$ cat src/rtl/xgmii_pattern_pkg.sv
// Shared definitions for the XGMII pattern generator and loopback checker:
// the pattern table, index helpers and the checker state encoding.
package xgmii_pattern_pkg;

  localparam int         NUM_PATTERNS = 6;
  localparam logic [2:0] IDLE_IDX     = 3'd5;
  localparam logic [2:0] LAST_IDX     = 3'(NUM_PATTERNS - 1);

  typedef enum logic {
    CHK_HUNT = 1'b0,
    CHK_LOCK = 1'b1
  } chk_state_e;

  function automatic logic [7:0] pat_byte(input logic [2:0] idx);
    case (idx)
      3'd0:    return 8'hFF;
      3'd1:    return 8'h00;
      3'd2:    return 8'h55;
      3'd3:    return 8'hAA;
      3'd4:    return 8'hFE;
      default: return 8'h07;
    endcase
  endfunction

  // Control lanes are either all set or all clear for a given pattern.
  function automatic logic pat_ctrl(input logic [2:0] idx);
    return (idx == 3'd4) || (idx == 3'd5);
  endfunction

  function automatic logic [2:0] next_idx(input logic [2:0] idx);
    return (idx == LAST_IDX) ? 3'd0 : idx + 3'd1;
  endfunction

endpackage

$ cat src/rtl/xgmii_pattern_chk.sv
// Loopback checker: locks onto the cyclic pattern sequence at any latency and
// flags mismatches and dwell violations. XGMII_PATTERN_LB_TIMEOUT_EN adds chk_timeout.
module xgmii_pattern_chk
  import xgmii_pattern_pkg::*;
#(
  parameter int DATA_WIDTH      = 64,
  parameter int CTRL_WIDTH      = DATA_WIDTH / 8,
  parameter int DWELL_CYCLES    = 100,
  parameter int LOSS_THRESH     = 4,
  parameter int ERR_COUNT_WIDTH = 16,
  parameter int TIMEOUT_CYCLES  = 4096
) (
  input  logic                       clk,
  input  logic                       rst,
  input  logic                       chk_enable,
  input  logic                       chk_clear,
  input  logic [DATA_WIDTH-1:0]      xgmii_rxd,
  input  logic [CTRL_WIDTH-1:0]      xgmii_rxc,
  output logic [2:0]                 chk_pattern_idx,
  output logic                       chk_lock,
  output logic                       chk_error,
`ifdef XGMII_PATTERN_LB_TIMEOUT_EN
  output logic                       chk_timeout,
  output logic [ERR_COUNT_WIDTH-1:0] chk_err_count
`else
  output logic [ERR_COUNT_WIDTH-1:0] chk_err_count
`endif
);

  localparam int RW = $clog2(DWELL_CYCLES + 1);
  localparam int LW = $clog2(LOSS_THRESH + 1);

  chk_state_e                 state_q, state_d;
  logic [2:0]                 exp_q, exp_d;
  logic [RW-1:0]              run_q, run_d;
  logic                       aligned_q, aligned_d;
  logic [LW-1:0]              consec_q, consec_d;
  logic                       err_q, err_d;
  logic [ERR_COUNT_WIDTH-1:0] cnt_q, cnt_d;
  logic                       match_any;
  logic [2:0]                 match_idx;

  always_comb begin
    match_any = 1'b0;
    match_idx = 3'd0;
    for (int p = 0; p < NUM_PATTERNS; p++) begin
      if (xgmii_rxd == {CTRL_WIDTH{pat_byte(3'(p))}} &&
          xgmii_rxc == {CTRL_WIDTH{pat_ctrl(3'(p))}}) begin
        match_any = 1'b1;
        match_idx = 3'(p);
      end
    end
  end

  always_comb begin
    state_d   = state_q;
    exp_d     = exp_q;
    run_d     = run_q;
    aligned_d = aligned_q;
    consec_d  = consec_q;
    err_d     = 1'b0;
    if (!chk_enable) begin
      state_d = CHK_HUNT;
    end else begin
      case (state_q)
        CHK_HUNT: begin
          if (match_any) begin
            state_d   = CHK_LOCK;
            exp_d     = match_idx;
            run_d     = RW'(1);
            aligned_d = 1'b0;
            consec_d  = '0;
          end
        end
        CHK_LOCK: begin
          if (match_any && match_idx == exp_q) begin
            if (run_q == RW'(DWELL_CYCLES)) err_d = 1'b1;
            else                            run_d = run_q + 1'b1;
          end else if (match_any && match_idx == next_idx(exp_q)) begin
            // The first transition after hunting has no known run start.
            err_d     = aligned_q && (run_q != RW'(DWELL_CYCLES));
            exp_d     = next_idx(exp_q);
            run_d     = RW'(1);
            aligned_d = 1'b1;
          end else begin
            err_d = 1'b1;
          end
          if (err_d) begin
            consec_d = consec_q + 1'b1;
            if (consec_d >= LW'(LOSS_THRESH)) state_d = CHK_HUNT;
          end else begin
            consec_d = '0;
          end
        end
        default: state_d = CHK_HUNT;
      endcase
    end
  end

  always_comb begin
    cnt_d = cnt_q;
    if (chk_clear) cnt_d = '0;
    if (err_d && cnt_d != '1) cnt_d = cnt_d + 1'b1;
  end

  always_ff @(posedge clk or posedge rst) begin
    if (rst) begin
      state_q   <= CHK_HUNT;
      exp_q     <= 3'd0;
      run_q     <= '0;
      aligned_q <= 1'b0;
      consec_q  <= '0;
      err_q     <= 1'b0;
      cnt_q     <= '0;
    end else begin
      state_q   <= state_d;
      exp_q     <= exp_d;
      run_q     <= run_d;
      aligned_q <= aligned_d;
      consec_q  <= consec_d;
      err_q     <= err_d;
      cnt_q     <= cnt_d;
    end
  end

  assign chk_pattern_idx = exp_q;
  assign chk_lock        = (state_q == CHK_LOCK);
  assign chk_error       = err_q;
  assign chk_err_count   = cnt_q;

`ifdef XGMII_PATTERN_LB_TIMEOUT_EN
  localparam int TW = $clog2(TIMEOUT_CYCLES + 1);

  logic [TW-1:0] tcnt_q, tcnt_d;
  logic          tflag_q, tflag_d;

  always_comb begin
    tcnt_d  = tcnt_q;
    tflag_d = tflag_q;
    if (state_d == CHK_LOCK) begin
      tcnt_d  = '0;
      tflag_d = 1'b0;
    end else if (state_q == CHK_HUNT && chk_enable) begin
      if (tcnt_q != TW'(TIMEOUT_CYCLES)) tcnt_d = tcnt_q + 1'b1;
      if (tcnt_d == TW'(TIMEOUT_CYCLES)) tflag_d = 1'b1;
    end
  end

  always_ff @(posedge clk or posedge rst) begin
    if (rst) begin
      tcnt_q  <= '0;
      tflag_q <= 1'b0;
    end else begin
      tcnt_q  <= tcnt_d;
      tflag_q <= tflag_d;
    end
  end

  assign chk_timeout = tflag_q;
`endif

endmodule

$ cat src/rtl/xgmii_pattern_lb.sv
// XGMII test-pattern generator with loopback checker. Defining
// XGMII_PATTERN_LB_TIMEOUT_EN adds the chk_timeout hunt-timeout output.
module xgmii_pattern_lb
  import xgmii_pattern_pkg::*;
#(
  parameter int DATA_WIDTH      = 64,
  parameter int CTRL_WIDTH      = DATA_WIDTH / 8,
  parameter int DWELL_CYCLES    = 100,
  parameter int LOSS_THRESH     = 4,
  parameter int ERR_COUNT_WIDTH = 16,
  parameter int TIMEOUT_CYCLES  = 4096
) (
  input  logic                       clk,
  input  logic                       rst,
  input  logic                       gen_enable,
  input  logic                       chk_enable,
  input  logic                       chk_clear,
  output logic [DATA_WIDTH-1:0]      xgmii_txd,
  output logic [CTRL_WIDTH-1:0]      xgmii_txc,
  input  logic [DATA_WIDTH-1:0]      xgmii_rxd,
  input  logic [CTRL_WIDTH-1:0]      xgmii_rxc,
  output logic [2:0]                 gen_pattern_idx,
  output logic [2:0]                 chk_pattern_idx,
  output logic                       chk_lock,
  output logic                       chk_error,
`ifdef XGMII_PATTERN_LB_TIMEOUT_EN
  output logic                       chk_timeout,
  output logic [ERR_COUNT_WIDTH-1:0] chk_err_count
`else
  output logic [ERR_COUNT_WIDTH-1:0] chk_err_count
`endif
);

  localparam int DW = $clog2(DWELL_CYCLES + 1);

  logic [DW-1:0]         dwell_q, dwell_d;
  logic [2:0]            gidx_q, gidx_d;
  logic [DATA_WIDTH-1:0] txd_q, txd_d;
  logic [CTRL_WIDTH-1:0] txc_q, txc_d;

  // A zero dwell count marks the idle state, so the first enabled cycle starts pattern 0.
  always_comb begin
    dwell_d = '0;
    gidx_d  = 3'd0;
    txd_d   = {CTRL_WIDTH{pat_byte(IDLE_IDX)}};
    txc_d   = '1;
    if (gen_enable) begin
      if (dwell_q == '0) begin
        dwell_d = DW'(1);
      end else if (dwell_q == DW'(DWELL_CYCLES)) begin
        gidx_d  = next_idx(gidx_q);
        dwell_d = DW'(1);
      end else begin
        gidx_d  = gidx_q;
        dwell_d = dwell_q + 1'b1;
      end
      txd_d = {CTRL_WIDTH{pat_byte(gidx_d)}};
      txc_d = {CTRL_WIDTH{pat_ctrl(gidx_d)}};
    end
  end

  always_ff @(posedge clk or posedge rst) begin
    if (rst) begin
      dwell_q <= '0;
      gidx_q  <= 3'd0;
      txd_q   <= {CTRL_WIDTH{pat_byte(IDLE_IDX)}};
      txc_q   <= '1;
    end else begin
      dwell_q <= dwell_d;
      gidx_q  <= gidx_d;
      txd_q   <= txd_d;
      txc_q   <= txc_d;
    end
  end

  assign xgmii_txd       = txd_q;
  assign xgmii_txc       = txc_q;
  assign gen_pattern_idx = gidx_q;

  xgmii_pattern_chk #(
    .DATA_WIDTH      (DATA_WIDTH),
    .CTRL_WIDTH      (CTRL_WIDTH),
    .DWELL_CYCLES    (DWELL_CYCLES),
    .LOSS_THRESH     (LOSS_THRESH),
    .ERR_COUNT_WIDTH (ERR_COUNT_WIDTH),
    .TIMEOUT_CYCLES  (TIMEOUT_CYCLES)
  ) u_chk (
    .clk             (clk),
    .rst             (rst),
    .chk_enable      (chk_enable),
    .chk_clear       (chk_clear),
    .xgmii_rxd       (xgmii_rxd),
    .xgmii_rxc       (xgmii_rxc),
    .chk_pattern_idx (chk_pattern_idx),
    .chk_lock        (chk_lock),
    .chk_error       (chk_error),
`ifdef XGMII_PATTERN_LB_TIMEOUT_EN
    .chk_timeout     (chk_timeout),
`endif
    .chk_err_count   (chk_err_count)
  );

endmodule

$ cat config.mk
export PLATFORM = sky130hd
export DESIGN_NAME = xgmii_pattern_lb
export DESIGN_NICKNAME = d
export VERILOG_FILES = /design/src/rtl/xgmii_pattern_pkg.sv /design/src/rtl/xgmii_pattern_chk.sv /design/src/rtl/xgmii_pattern_lb.sv
export SDC_FILE = /design/constraint.sdc
export NUM_CORES = 1
export LEC_CHECK = 0
export BUFFER_PORTS_ARGS = -buffer_cell sky130_fd_sc_hd__buf_4
export CAP_MARGIN = 20
export CORE_UTILIZATION = 51
export DETAILED_ROUTE_END_ITERATION = 12
export PLACE_DENSITY = 0.87
export SLEW_MARGIN = 20
export SYNTH_ARGS = -nofsm -noshare
export SYNTH_HDL_FRONTEND = slang
export SYNTH_SLANG_ARGS = --single-unit
$ cat constraint.sdc
create_clock -name clk -period 7 [get_ports clk]
set_clock_uncertainty 0.1 [all_clocks]
set_input_delay 0.35 -clock clk [delete_from_list [all_inputs] [get_ports clk]]
set_output_delay 0.35 -clock clk [all_outputs]
set_load 0.02 [all_outputs]
# Yosys cells after proc, flatten, opt, wreduce, memory -nomap -nowiden
# Index checks and enable logic that the tools add are counted.
[totals]
elab_cells = 114
out_inout_bits = 96
latchBits = 0
regBits = 114
in_bits = 77
mem_count = 0
ram_bits = 0
mem_bits_ro = 0
[op_classes]
add_sub_neg = 6
n_eq_ne = 24
magnitude_cmp = 1
n_div = 0
mux = 53
n_reduce_logical = 18
mul = 0
n_shift = 0
bitwise = 1
[ops]
columns = ["cell", "n"]
rows = [
  ["64-bit equality test, second input constant", 3],
  ["64-bit by 59-bit equality test with 1-bit output, second input constant", 1],
  ["64-bit by 63-bit equality test with 1-bit output, second input constant", 1],
  ["64-bit logical NOT", 1],
  ["64-bit two-way mux", 1],
  ["7-bit two-way mux", 7],
  ["8-bit one-hot mux with 5 select lines", 1],
  ["3-bit two-way mux", 13],
  ["16-bit two-way mux", 2],
  ["1-bit two-way mux", 21],
  ["16-bit by 1-bit adder with 16-bit output, second input constant", 1],
  ["16-bit inequality test, second input constant", 1],
  ["7-bit by 1-bit adder with 7-bit output, second input constant", 2],
  ["7-bit equality test, second input constant", 2],
  ["7-bit one-hot mux with 2 select lines", 1],
  ["3-bit equality test, second input constant", 4],
  ["3-bit one-hot mux with 2 select lines", 2],
  ["1-bit logical AND", 10],
  ["3-bit by 1-bit adder with 3-bit output, second input constant", 3],
  ["8-bit equality test, second input constant", 1],
  ["8-bit logical NOT", 1],
  ["8-bit two-way mux", 1],
  ["4-bit AND reduction", 2],
  ["7-bit logical NOT", 1],
  ["other kinds (14)", 20],
]

# Logic depth before layout (Yosys ltp)
[depth]
word_depth = 17
ltp_mapped = 13
depth_no_buf = 11

# Cells and area by module
# Synthesis repeated with hierarchy kept, for this count alone.
[unflattened]
hier_cells = 412
hier_area_um2 = 3603.5
[by_module_without_submodules]
columns = ["module", "cells_each", "seq_area_each_um2", "n_inst", "area_per_inst_um2"]
rows = [
  ["xgmii_pattern_chk", 267, 800.8, 1, 2306.0],
  ["xgmii_pattern_lb", 145, 405.4, 1, 1297.5],
]

# Worst setup path before layout
# No wires, ideal clock.
[synth_path]
kind = "input-to-reg"
startpoint = "input port xgmii_rxd[51]"
endpoint = "register u_chk.run_q[6]"
slack_ns = 4.216
required_ns = 6.822
setup_ns = 0.078
cell_stages = 10
n_path_buf = 1
arrival_ns = 2.606
cell_sequence = "nor4_1 nand4_1 or3_4 o22ai_4 xnor2_1 and4_1 buf_6 nand3_1 or4_1 a21oi_1"
[synth_between]
elab_chain_len = 11
elab_cells_between_ends = 33
[synth_rtl]
columns = ["item", "line", "rtl"]
rows = [
  ["from (decl)", "xgmii_pattern_lb.sv:20", "input logic [DATA_WIDTH-1:0] xgmii_rxd,"],
  ["64-bit logical NOT / 64-bit equality test (equally long branches)", "xgmii_pattern_chk.sv:47", "if (xgmii_rxd == {CTRL_WIDTH{pat_byte(3'(p))}} &&"],
  ["1-bit logical AND", "xgmii_pattern_chk.sv:47", ""],
  ["1-bit two-way mux", "xgmii_pattern_chk.sv:47", ""],
  ["2-bit two-way mux / 1-bit two-way mux (equally long branches) (2 in a row)", "xgmii_pattern_chk.sv:47", ""],
  ["3-bit two-way mux / 1-bit two-way mux (equally long branches) (2 in a row)", "xgmii_pattern_chk.sv:47", ""],
  ["3-bit equality test, or another cell as far along", "xgmii_pattern_chk.sv:76", "if (match_any && match_idx == exp_q) begin"],
  ["1-bit logical AND, on equally long branches", "xgmii_pattern_chk.sv:76, xgmii_pattern_chk.sv:79", ""],
  ["3-bit inequality test (no source line) / 7-bit two-way mux (equally long branches)", "--", ""],
  ["4-bit AND reduction (no source line) / 7-bit one-hot mux with 2 select lines (equally long branches)", "--", ""],
  ["to (signal assigned)", "xgmii_pattern_chk.sv:118", "run_q <= run_d;"],
  ["to (decl)", "xgmii_pattern_chk.sv:35", "logic [RW-1:0] run_q, run_d;"],
]
# Parallel ways exist; a longest one is shown, timed or not.
# A chain may end at the register's enable or synchronous reset.

# Worst setup path in the final report
[layout_path]
startpoint = "input port xgmii_rxd[63]"
endpoint = "register u_chk.cnt_q[15], in the netlist u_chk.chk_err_count[15]"
[layout_between]
elab_chain_len = 17
elab_cells_between_ends = 35
[layout_rtl]
columns = ["item", "line", "rtl"]
rows = [
  ["64-bit logical NOT / 64-bit equality test (equally long branches)", "xgmii_pattern_chk.sv:47", ""],
  ["1-bit logical AND", "xgmii_pattern_chk.sv:47", ""],
  ["1-bit two-way mux", "xgmii_pattern_chk.sv:47", ""],
  ["2-bit two-way mux / 1-bit two-way mux (equally long branches) (2 in a row)", "xgmii_pattern_chk.sv:47", ""],
  ["3-bit two-way mux / 1-bit two-way mux (equally long branches) (2 in a row)", "xgmii_pattern_chk.sv:47", ""],
  ["3-bit equality test / 1-bit two-way mux (equally long branches)", "xgmii_pattern_chk.sv:79, xgmii_pattern_chk.sv:47", ""],
  ["1-bit logical AND", "xgmii_pattern_chk.sv:79", "end else if (match_any && match_idx == next_idx(exp_q)) begin"],
  ["1-bit two-way mux", "xgmii_pattern_chk.sv:79", ""],
  ["1-bit two-way mux (*)", "xgmii_pattern_chk.sv:76", ""],
  ["1-bit two-way mux (*)", "xgmii_pattern_chk.sv:65", "case (state_q)"],
  ["1-bit two-way mux (*)", "xgmii_pattern_chk.sv:62", "if (!chk_enable) begin"],
  ["1-bit two-way mux (*)", "xgmii_pattern_chk.sv:65", ""],
  ["1-bit two-way mux (*)", "xgmii_pattern_chk.sv:62", ""],
  ["1-bit logical AND (*)", "xgmii_pattern_chk.sv:103", "if (err_d && cnt_d != '1) cnt_d = cnt_d + 1'b1;"],
  ["16-bit two-way mux (*)", "xgmii_pattern_chk.sv:103", ""],
  ["via u_chk.cnt_d[15]", "xgmii_pattern_chk.sv:39", "logic [ERR_COUNT_WIDTH-1:0] cnt_q, cnt_d;"],
  ["to (signal assigned)", "xgmii_pattern_chk.sv:122", "cnt_q <= cnt_d;"],
  ["to (decl)", "xgmii_pattern_chk.sv:39", ""],
]
# The timed path passes the listed nets; every way through them passes the cells marked *. The select of a mux whose other input is x is not followed.

==> impl_metrics.toml <==
[run_status]
status = "complete, no violations"

[cts]
h-tree-depth = 2
cts_tree = "yes"
clock-sinks = 48
hold_buffers = 0
cts.path.max_buffers = 2
cts_setup_buffers = 0
clockRootBuffer = "clkbuf_8"
clock_latency_ns = 0.30
cts_repair_resize_count = 0
numCtsBuffers = 5
clk_pin_slew_worst_paths_ns = 0.08

[setup_path]
arrival_ns = 3.31
ff2ff_path_depth = 11
r2r_end = "u_chk.chk_err_count[15]"
crit_fanout = 23
startpoint_type = "input port"
crit_path_start = "xgmii_rxd[63]"
critPathBufInv = 1
rrSetupSlack_ns = 4.20
crit_required_ns = 7.09
crit_slowest_cell = "o21ai_2"
crit_type = "in -> reg"
cp_common_cell = "nand4_1"
path_cells = "buf_4 > nand4_1 > nor4_1 > nand4_1 > o22ai_1 > xnor2_1 > and4b_1 > o21ai_2 > nand3_1 > mux2_1"
r2r_start = "u_chk.chk_err_count[0]"
crit_family = "simple AND/OR/NAND/NOR gates"
cp_slowest_stage_delay_ns = 0.78
endpoint_kind = "flip-flop"

[power_and_ir_drop]
p_per_area_nw_per_um2 = 121
total_power_uw = 557
peakVddDrop_uv = 110
leakagePower_nw = 2.07

[synthesis]
synth-main-ff-cell = "dfrtp_1"
synthDistinctLibCells = 66
synth-async-reset-ratio = 1.00
syn_nets = 509
synth_top_family_by_area = "simple AND/OR/NAND/NOR gates"
synth_adder_area_share = 0.0205
netlist_area_um2 = 3660
synth_xor_area_frac = 0.0407
ys_seq_area_frac = 0.329
yosysWarnings = 0
synth_area_per_cell_um2 = 8.60
synth-simple-area-share = 0.300
synth-compound-area-share = 0.111
synth-edff-count = 0
synthMuxAreaShare = 0.0229
synthCells = 426
synth-seq-cells = 48

[global_routing]
antenna_found_initial = 0
grt_util_met2 = 0.430
grt_usage = 0.234
grt_max_degree = 49
grt_pass1_vias = 3184
grtUsageMet1 = 0.276
grt_pass1_wl_um = 14100
use_met3 = 0.0400
top_usage_layer = "met2"
overflow = 0

[placed_design]
port_buffers = 172
gp_congestion = 0.890
dpl.hpwl_um = 6880
post_dp_cell_area_um2 = 4520
preCtsSetupSlack_ns = 3.49

[detailed_routing]
vias = 3441
drtPass1Iterations = 4
wire_per_inst_um = 14.2
drcViolationCount = 0
ant_nets = 0
drtIter0Drc = 137
viasPerCell = 5.51
routed_wl_um = 8850

[timing]
setup_viol = 0
clock.fmax_ghz = 0.310
hold_viol_final = 0
fin_crit_sh = 0.460
tightest_slew_ns = 0.971
setup_tns_ns = 0
rsz0062_at_grt = "no"
slew_violations = 0
setup_slack_ns = 3.78
finalCriticalPeriod_ns = 3.22
relSlewSlack = 0.353

[finish]
layout_common_cells = "173 x buf_4, 44 x dfrtp_1, 35 x nor2_1"
fin_util = 0.671
final_common_cell = "buf_4"
final_nets = 610
fin_area_um2 = 4610
n_antenna_cell = 0
layout-drive-gt1-share = 0.388
syn2layout_area_growth_pct = 25.8

[floorplan]
initial_core_util = 0.533
die_x_um = 86.7
num_rows = 30
design.core.area_um2 = 6870
die-area_um2 = 7520
die_h_um = 86.7
ios = 173

[run]
cap_violations = 0

[hold_path]
hold_class = "in -> async"
==> layer usage <==
layer,vias up,routed length (µm),share of wire
met1,1636,3600,0.41
met2,123,4640,0.52
met5,-,0,0
met4,0,149,0.017
met3,17,451,0.051
li1,1665,-,-
==> area by class of cell <==
cell class | instances | area [µm²]
clock buffer | 8 | 90.1
tap | 96 | 120
timing repair buffer | 173 | 1300
inverter | 21 | 80.1
multi-input combinational | 278 | 1810
sequential | 48 | 1210
fill | 606 | 2260
==> registers in the layout (all words and copies together) (netlist names) <==
| name | cells |
|---|---|
| xgmii_txc | 1 |
| u_chk.aligned_q | 1 |
| u_chk.chk_error | 1 |
| gen_pattern_idx | 3 |
| dwell_q | 7 |
| u_chk.consec_q | 3 |
| u_chk.chk_err_count | 16 |
| u_chk.chk_pattern_idx | 3 |
| u_chk.run_q | 7 |
| u_chk.chk_lock | 1 |
| xgmii_txd | 5 |
==> worst max path at each step <==
stage                                   end  slack, ns  depth (start not counted)
finish              u_chk.chk_err_count[15]       3.78                         10
global route        u_chk.chk_err_count[11]       3.59                         10
CTS                 u_chk.chk_err_count[15]       3.83                         10
detailed placement  u_chk.chk_err_count[15]       3.49                         10
global placement    u_chk.chk_err_count[11]       3.65                         10
floorplan                    u_chk.run_q[6]       4.22                         10
==> report_power, final <==
| part | internal [mW] | switching [mW] | total, mW |
|---|---|---|---|
| combinational | 0.0521 | 0.0523 | 0.104 |
| clock | 0.0807 | 0.0884 | 0.169 |
| sequential | 0.280 | 0.00448 | 0.284 |
==> synthesized netlist by cell type (3+ instances only) <==
cell type,n,share of area
buf_4,67,0.14
dfrtp_1,44,0.30
nor2_1,35,0.036
nand4_1,31,0.053
nand2_1,28,0.029
inv_1,21,0.022
nand3_1,20,0.027
nor4_1,18,0.031
a21oi_1,12,0.016
xnor2_1,12,0.029
nor2b_1,10,0.017
nor3_1,10,0.014
clkbuf_1,9,0.0092
and4_1,7,0.017
ha_1,6,0.020
and3_1,5,0.0085
nor4_2,5,0.017
xor2_1,5,0.012
dfstp_2,4,0.029
nand2b_1,4,0.0068
and2_1,3,0.0051
mux2_1,3,0.0092
nand3_2,3,0.0082
o21ai_0,3,0.0041
o22ai_1,3,0.0051
o2bb2ai_1,3,0.0072
==> cells by family after synthesis <==
group	count (synthesis)
and+or+nand+nor	194
buffers and inverters	100
AOI/OAI and AO/OA	54
DFF	48
xor gates and xnor gates	17
muxes	7
adders and majority gates	6
==> metrics by stage <==
step	std cells	hold WS, ns
after global placement	616	0.374
after floorplan	426	0.320
after detailed placement	616	0.380
final	624	0.0778
after global routing	624	0.137
after CTS	624	0.133
(Power assumes the default switching activity.)
